===== src/rtl/song_sequencer.sv =====
// song_sequencer: play controller for the LED-matrix rhythm game.
// Runs a 3-2-1 countdown, then drives song select and step pulses into the
// note loader, handles pause/resume and abort, and counts completed plays.
// Optional feature macro: SONG_SEQ_PAUSE_EN enables pause/resume; when it is
// undefined, pause_btn is ignored and PAUSE can never be entered.
module song_sequencer #(
  parameter int TICK_DIV     = 50000,
  parameter int COUNT_CYCLES = 50000000
) (
  input  logic       clk,
  input  logic       rst,
  input  logic       start_btn,
  input  logic [1:0] song_sel,
  input  logic       pause_btn,
  input  logic       abort_btn,
  input  logic       loader_finish,
  output logic [1:0] song,
  output logic       step,
  output logic [1:0] countdown,
  output logic [2:0] state,
  output logic       busy,
  output logic       song_done,
  output logic [7:0] play_cnt
);

  typedef enum logic [2:0] {
    IDLE  = 3'd0,
    COUNT = 3'd1,
    PLAY  = 3'd2,
    PAUSE = 3'd3,
    DONE  = 3'd4
  } state_e;

  localparam int CW = $clog2(COUNT_CYCLES);
  localparam int DW = $clog2(TICK_DIV);
  localparam logic [CW-1:0] COUNT_LAST = CW'(COUNT_CYCLES - 1);
  localparam logic [DW-1:0] DIV_LAST   = DW'(TICK_DIV - 1);

  state_e        state_q, state_d;
  logic [1:0]    songLatch_q, songLatch_d;
  logic [CW-1:0] cnt_q, cnt_d;
  logic [DW-1:0] div_q, div_d;
  logic [1:0]    countdown_q, countdown_d;
  logic [1:0]    song_q, song_d;
  logic          step_q, step_d;
  logic          busy_q, busy_d;
  logic          done_q, done_d;
  logic [7:0]    playCnt_q, playCnt_d;
  logic          pauseReq;

`ifdef SONG_SEQ_PAUSE_EN
  assign pauseReq = pause_btn;
`else
  logic unusedPauseBtn;
  assign unusedPauseBtn = pause_btn;
  assign pauseReq       = 1'b0;
`endif

  // Next-state logic: sequencing, countdown timing, step divider and play counting
  always_comb begin
    state_d     = state_q;
    songLatch_d = songLatch_q;
    cnt_d       = cnt_q;
    div_d       = div_q;
    countdown_d = countdown_q;
    playCnt_d   = playCnt_q;
    step_d      = 1'b0;
    done_d      = 1'b0;

    case (state_q)
      IDLE: begin
        if (start_btn && (song_sel != 2'd0)) begin
          songLatch_d = song_sel;
          countdown_d = 2'd3;
          cnt_d       = '0;
          state_d     = COUNT;
        end
      end
      COUNT: begin
        if (abort_btn) begin
          state_d     = IDLE;
          countdown_d = 2'd0;
          cnt_d       = '0;
        end else if (cnt_q == COUNT_LAST) begin
          cnt_d = '0;
          if (countdown_q == 2'd1) begin
            state_d     = PLAY;
            countdown_d = 2'd0;
            div_d       = '0;
          end else begin
            countdown_d = countdown_q - 2'd1;
          end
        end else begin
          cnt_d = cnt_q + 1'b1;
        end
      end
      PLAY: begin
        div_d = (div_q == DIV_LAST) ? '0 : div_q + 1'b1;
        if (abort_btn) begin
          state_d = IDLE;
        end else if (loader_finish) begin
          state_d = DONE;
        end else if (pauseReq) begin
          state_d = PAUSE;
        end else if (div_q == DIV_LAST) begin
          step_d = 1'b1;
        end
      end
      PAUSE: begin
        if (abort_btn) begin
          state_d = IDLE;
        end else if (loader_finish) begin
          state_d = DONE;
        end else if (pauseReq) begin
          state_d = PLAY;
        end
      end
      DONE: begin
        state_d = IDLE;
      end
      default: begin
        state_d = IDLE;
      end
    endcase

    // DONE always exits after one cycle, so this fires once per completed play
    if (state_d == DONE) begin
      done_d = 1'b1;
      if (playCnt_q != 8'd255) begin
        playCnt_d = playCnt_q + 8'd1;
      end
    end

    song_d = ((state_d == PLAY) || (state_d == PAUSE)) ? songLatch_d : 2'd0;
    busy_d = (state_d != IDLE);
  end

  // State and registered outputs, cleared asynchronously by reset
  always_ff @(posedge clk or posedge rst) begin
    if (rst) begin
      state_q     <= IDLE;
      songLatch_q <= 2'd0;
      cnt_q       <= '0;
      div_q       <= '0;
      countdown_q <= 2'd0;
      song_q      <= 2'd0;
      step_q      <= 1'b0;
      busy_q      <= 1'b0;
      done_q      <= 1'b0;
      playCnt_q   <= 8'd0;
    end else begin
      state_q     <= state_d;
      songLatch_q <= songLatch_d;
      cnt_q       <= cnt_d;
      div_q       <= div_d;
      countdown_q <= countdown_d;
      song_q      <= song_d;
      step_q      <= step_d;
      busy_q      <= busy_d;
      done_q      <= done_d;
      playCnt_q   <= playCnt_d;
    end
  end

  assign song      = song_q;
  assign step      = step_q;
  assign countdown = countdown_q;
  assign state     = state_q;
  assign busy      = busy_q;
  assign song_done = done_q;
  assign play_cnt  = playCnt_q;

endmodule


===== config.mk =====
export PLATFORM = sky130hd
export DESIGN_NAME = song_sequencer
export DESIGN_NICKNAME = d
export VERILOG_FILES = /design/src/rtl/song_sequencer.sv
export SDC_FILE = /design/constraint.sdc
export NUM_CORES = 1
export LEC_CHECK = 0
export CAP_MARGIN = 40
export CORE_ASPECT_RATIO = 1.75
export CORE_MARGIN = 1.5
export CORE_UTILIZATION = 60
export CTS_BUF_LIST = sky130_fd_sc_hd__clkbuf_16
export DETAILED_ROUTE_END_ITERATION = 8
export PLACE_DENSITY = 0.87
export SYNTH_ARGS = -nofsm -noshare
export SYNTH_HDL_FRONTEND = slang
export SYNTH_SLANG_ARGS = --single-unit

===== constraint.sdc =====
create_clock -name clk -period 5.2 [get_ports clk]
set_clock_uncertainty 0.2 [all_clocks]
set_input_delay 0.52 -clock clk [delete_from_list [all_inputs] [get_ports clk]]
set_output_delay 0.52 -clock clk [all_outputs]
set_load 0.02 [all_outputs]

==> flow_metrics.tcl <==
set metrics [dict create \
    status "finished clean" \
    crit_chain "ha_1 > and4_4 > nand3_2 > and4bb_2 > nor2_1 > nor2_1 > nor2_1" \
    grt.overflow.total 0 \
    vias_per_cell 6.541 \
    synth_edf_count 0 \
    slew_violations 0 \
    cp_top_family "simple AND/OR/NAND/NOR gates" \
    cp.depth 7 \
    synth_fp_nets 354 \
    setup_viol 0 \
    io-pin-count 26 \
    fin_nets 379 \
    numCtsBuffers 9 \
    start_util_pct 61.94 \
    drive_above_1_share_pct 9.677 \
    ys_ff_latch 62 \
    synthMuxAreaShare_pct 0.6589 \
    cp-startpoint "cnt_q[0]" \
    die_area_mm2 0.005846 \
    yosys.area_share.simple_pct 27.02 \
    core_mm2 0.005211 \
    drt-total-wl_um 7539 \
    min_period_ps 2948 \
    path_buf_inv 0 \
    synthFlopType "dfrtp_1" \
    diodes 0 \
    cp-start-kind "register" \
    wl_per_cell_um 17.66 \
    synth_cell_types 57 \
    cts-root-buf "clkbuf_16" \
    cts_tree "built" \
    ir_worst_vdd_uv 319.3 \
    crit_path_end "cnt_q[5]" \
    first_global_vias 2785 \
    grt_antenna_before_repair 0 \
    cts_buffer_depth 2 \
    path_clk_slew_ps 50 \
    synthCells 342 \
    track_usage_pct 28.99 \
    yosysTopAreaCell "dfrtp_1" \
    post_cts_buffers 0 \
    routed-via-count 2793 \
    die_h_um 100.0 \
    clkLatencyLatePin_ps 340 \
    synth_xor_area_share_pct 6.240 \
    io_buffer_count 24 \
    whs_ps 279.6 \
    postSynthAreaPerCell_um2 9.439 \
    slowest_stage "nor2_1" \
    reg2reg_to "cnt_q[5]" \
    crit_arrival_ps 2930 \
    final_util_pct 72.32 \
    dpl_cell_area_mm2 0.003501 \
    die_width_um 58.45 \
    clock_sinks 62 \
    critPathRequiredTime_ps 5180 \
    r2r-start "cnt_q[0]" \
    cts-resized-gates 0 \
    hold_viol_final 0 \
    ant_nets 0 \
    ys_top_cells_by_area "dfrtp_1 (48%), o21ai_0 (4.7%), nand2_1 (4.1%)" \
    fmax_mhz 339.2 \
    maxSlewHeadroom_pct 44.78 \
    hpwl_um 5072 \
    worstSetupEndpointType "register" \
    grt_pass1_wl_um 12830 \
    fp-row-count 35 \
    hold_buffers 0 \
    async_flop_share_pct 100.0 \
    dr.pass1.iters 4 \
    rr_worst_depth 7 \
    ys_seq_area_share_pct 48.06 \
    cts.htree.levels 3 \
    power.total_w 0.001461 \
    final_area_mm2 0.003769 \
    synthesis.area_mm2 0.003228 \
    hold_path.class "register to register" \
    synth_top_family_by_area "simple AND/OR/NAND/NOR gates" \
    synth_top_cell_area_share_pct 48.06 \
    tns_ps 0 \
    cp_common_cell "nor2_1" \
    critPathKind "register to register" \
    worstPathMaxFanout 12 \
    drc_errors 0 \
    powerDensity_mw_per_mm2 387.6 \
    maxCapViolCount 0 \
    max_stage_delay_ps 690 \
    area_growth_pct 16.74 \
    fin_crit_sh_pct 56.70 \
    ff2ff_setup_slack_ps 2250 \
    drt_iter0_markers 145 \
    synth-adder-area-share_pct 1.550 \
    fillCellCount 364 \
    rsz0062_at_grt "false" \
    power_leakage_nw 1.607 \
    synth_compound_area_share_pct 13.37 \
    grt_start_max_net_pins 63 \
    synth_warnings 0 \
    worstMarginPinSlew_ps 825.2 \
    place.gp.congestion 0.8555 \
]
sequential cells by signal, indices dropped and copies added, names as in the netlist:
register / flops
cnt_q: 26
song: 2
step: 1
play_cnt: 8
countdown: 2
songLatch_q: 2
busy: 1
div_q: 16
state: 3
song_done: 1
worst min-delay path, stage by stage (launching register included):
cell and delay, ps:
dfrtp_1 320, nand2_1 60, nand2_1 60
area by class of cell:
type / instances / area [um2] / share of cell area [%]
Multi-Input combinational cell: 255 / 1577 / 41.83
Sequential cell: 62 / 1551 / 41.17
Timing Repair Buffer: 26 / 255.2 / 6.773
Clock buffer: 9 / 225.2 / 5.976
Tap cell: 55 / 68.82 / 1.826
Inverter: 13 / 48.80 / 1.295
Clock inverter: 7 / 42.54 / 1.129
stage by stage:
step | cells | setup WS (ps)
3_5_place_dp | 411 | 2053
5_1_grt | 427 | 2052
3_3_place_gp | 411 | 2095
2_1_floorplan | 342 | 2903
4_1_cts | 427 | 2221
6_report | 427 | 2252
per-layer routing:
layer | routed length (um) | global-route usage (%) | vias to the layer above
met1 | 2739 | 32.85 | 1365
li1 | - | - | 1285
met4 | 310 | 16.46 | 0
met3 | 365 | 4.639 | 27
met5 | 0 | 0 | -
met2 | 4123 | 50.13 | 116
layout by cell type, fill, tap and decap left out, types with 9 or more instances in the layout:
cell | synthesis | final
o21ai_0 | 30 | 29
nand3_1 | 19 | 19
xnor2_1 | 11 | 11
a21oi_1 | 13 | 13
clkdlybuf4s50_1 | 0 | 24
nand2_1 | 35 | 35
clkbuf_16 | 0 | 9
xor2_1 | 12 | 12
nor2_1 | 34 | 34
inv_1 | 13 | 13
nor3_1 | 9 | 9
and3_1 | 10 | 10
dfrtp_1 | 62 | 62
synth_stat cells, drive strengths merged, types with 4 or more instances:
library cell / count
and3: 10
or3: 7
nand2: 35
inv: 13
nand4: 8
xnor2: 11
nor4: 7
xor2: 12
ha: 4
nor3: 9
o21ai: 30
clkbuf: 10
a21oi: 14
o31ai: 7
nand3: 20
dfrtp: 62
or4: 4
nor2: 35
power breakdown:
part | switching (W) | internal (W) | total, W
Sequential | 0.0000753 | 0.000546 | 0.000622
Combinational | 0.000186 | 0.000114 | 0.000299
Clock | 0.000222 | 0.000317 | 0.000539
Total | 0.000483 | 0.000977 | 0.00146
worst min path at each step:
stage | startpoint | to | slack, ps | cells past startpoint
6_report | songLatch_q[0] | songLatch_q[0] | 280 | 2
5_1_grt | songLatch_q[0] | songLatch_q[0] | 310 | 2
4_1_cts | songLatch_q[0] | songLatch_q[0] | 280 | 2
3_5_place_dp | songLatch_q[0] | songLatch_q[0] | 270 | 2
3_3_place_gp | songLatch_q[1] | songLatch_q[1] | 250 | 2
2_1_floorplan | songLatch_q[0] | songLatch_q[0] | 240 | 2
cell families (layout without fill, tap and decap cells):
kind of cell    after synthesis  after routing
mux                           2              2
compound gates               70             70
fa+ha+maj                     4              4
xor+xnor                     23             23
buf+inv                      25             55
flops                        62             62
simple gates                156            156
Note: power is estimated with default switching activity, not from simulation.
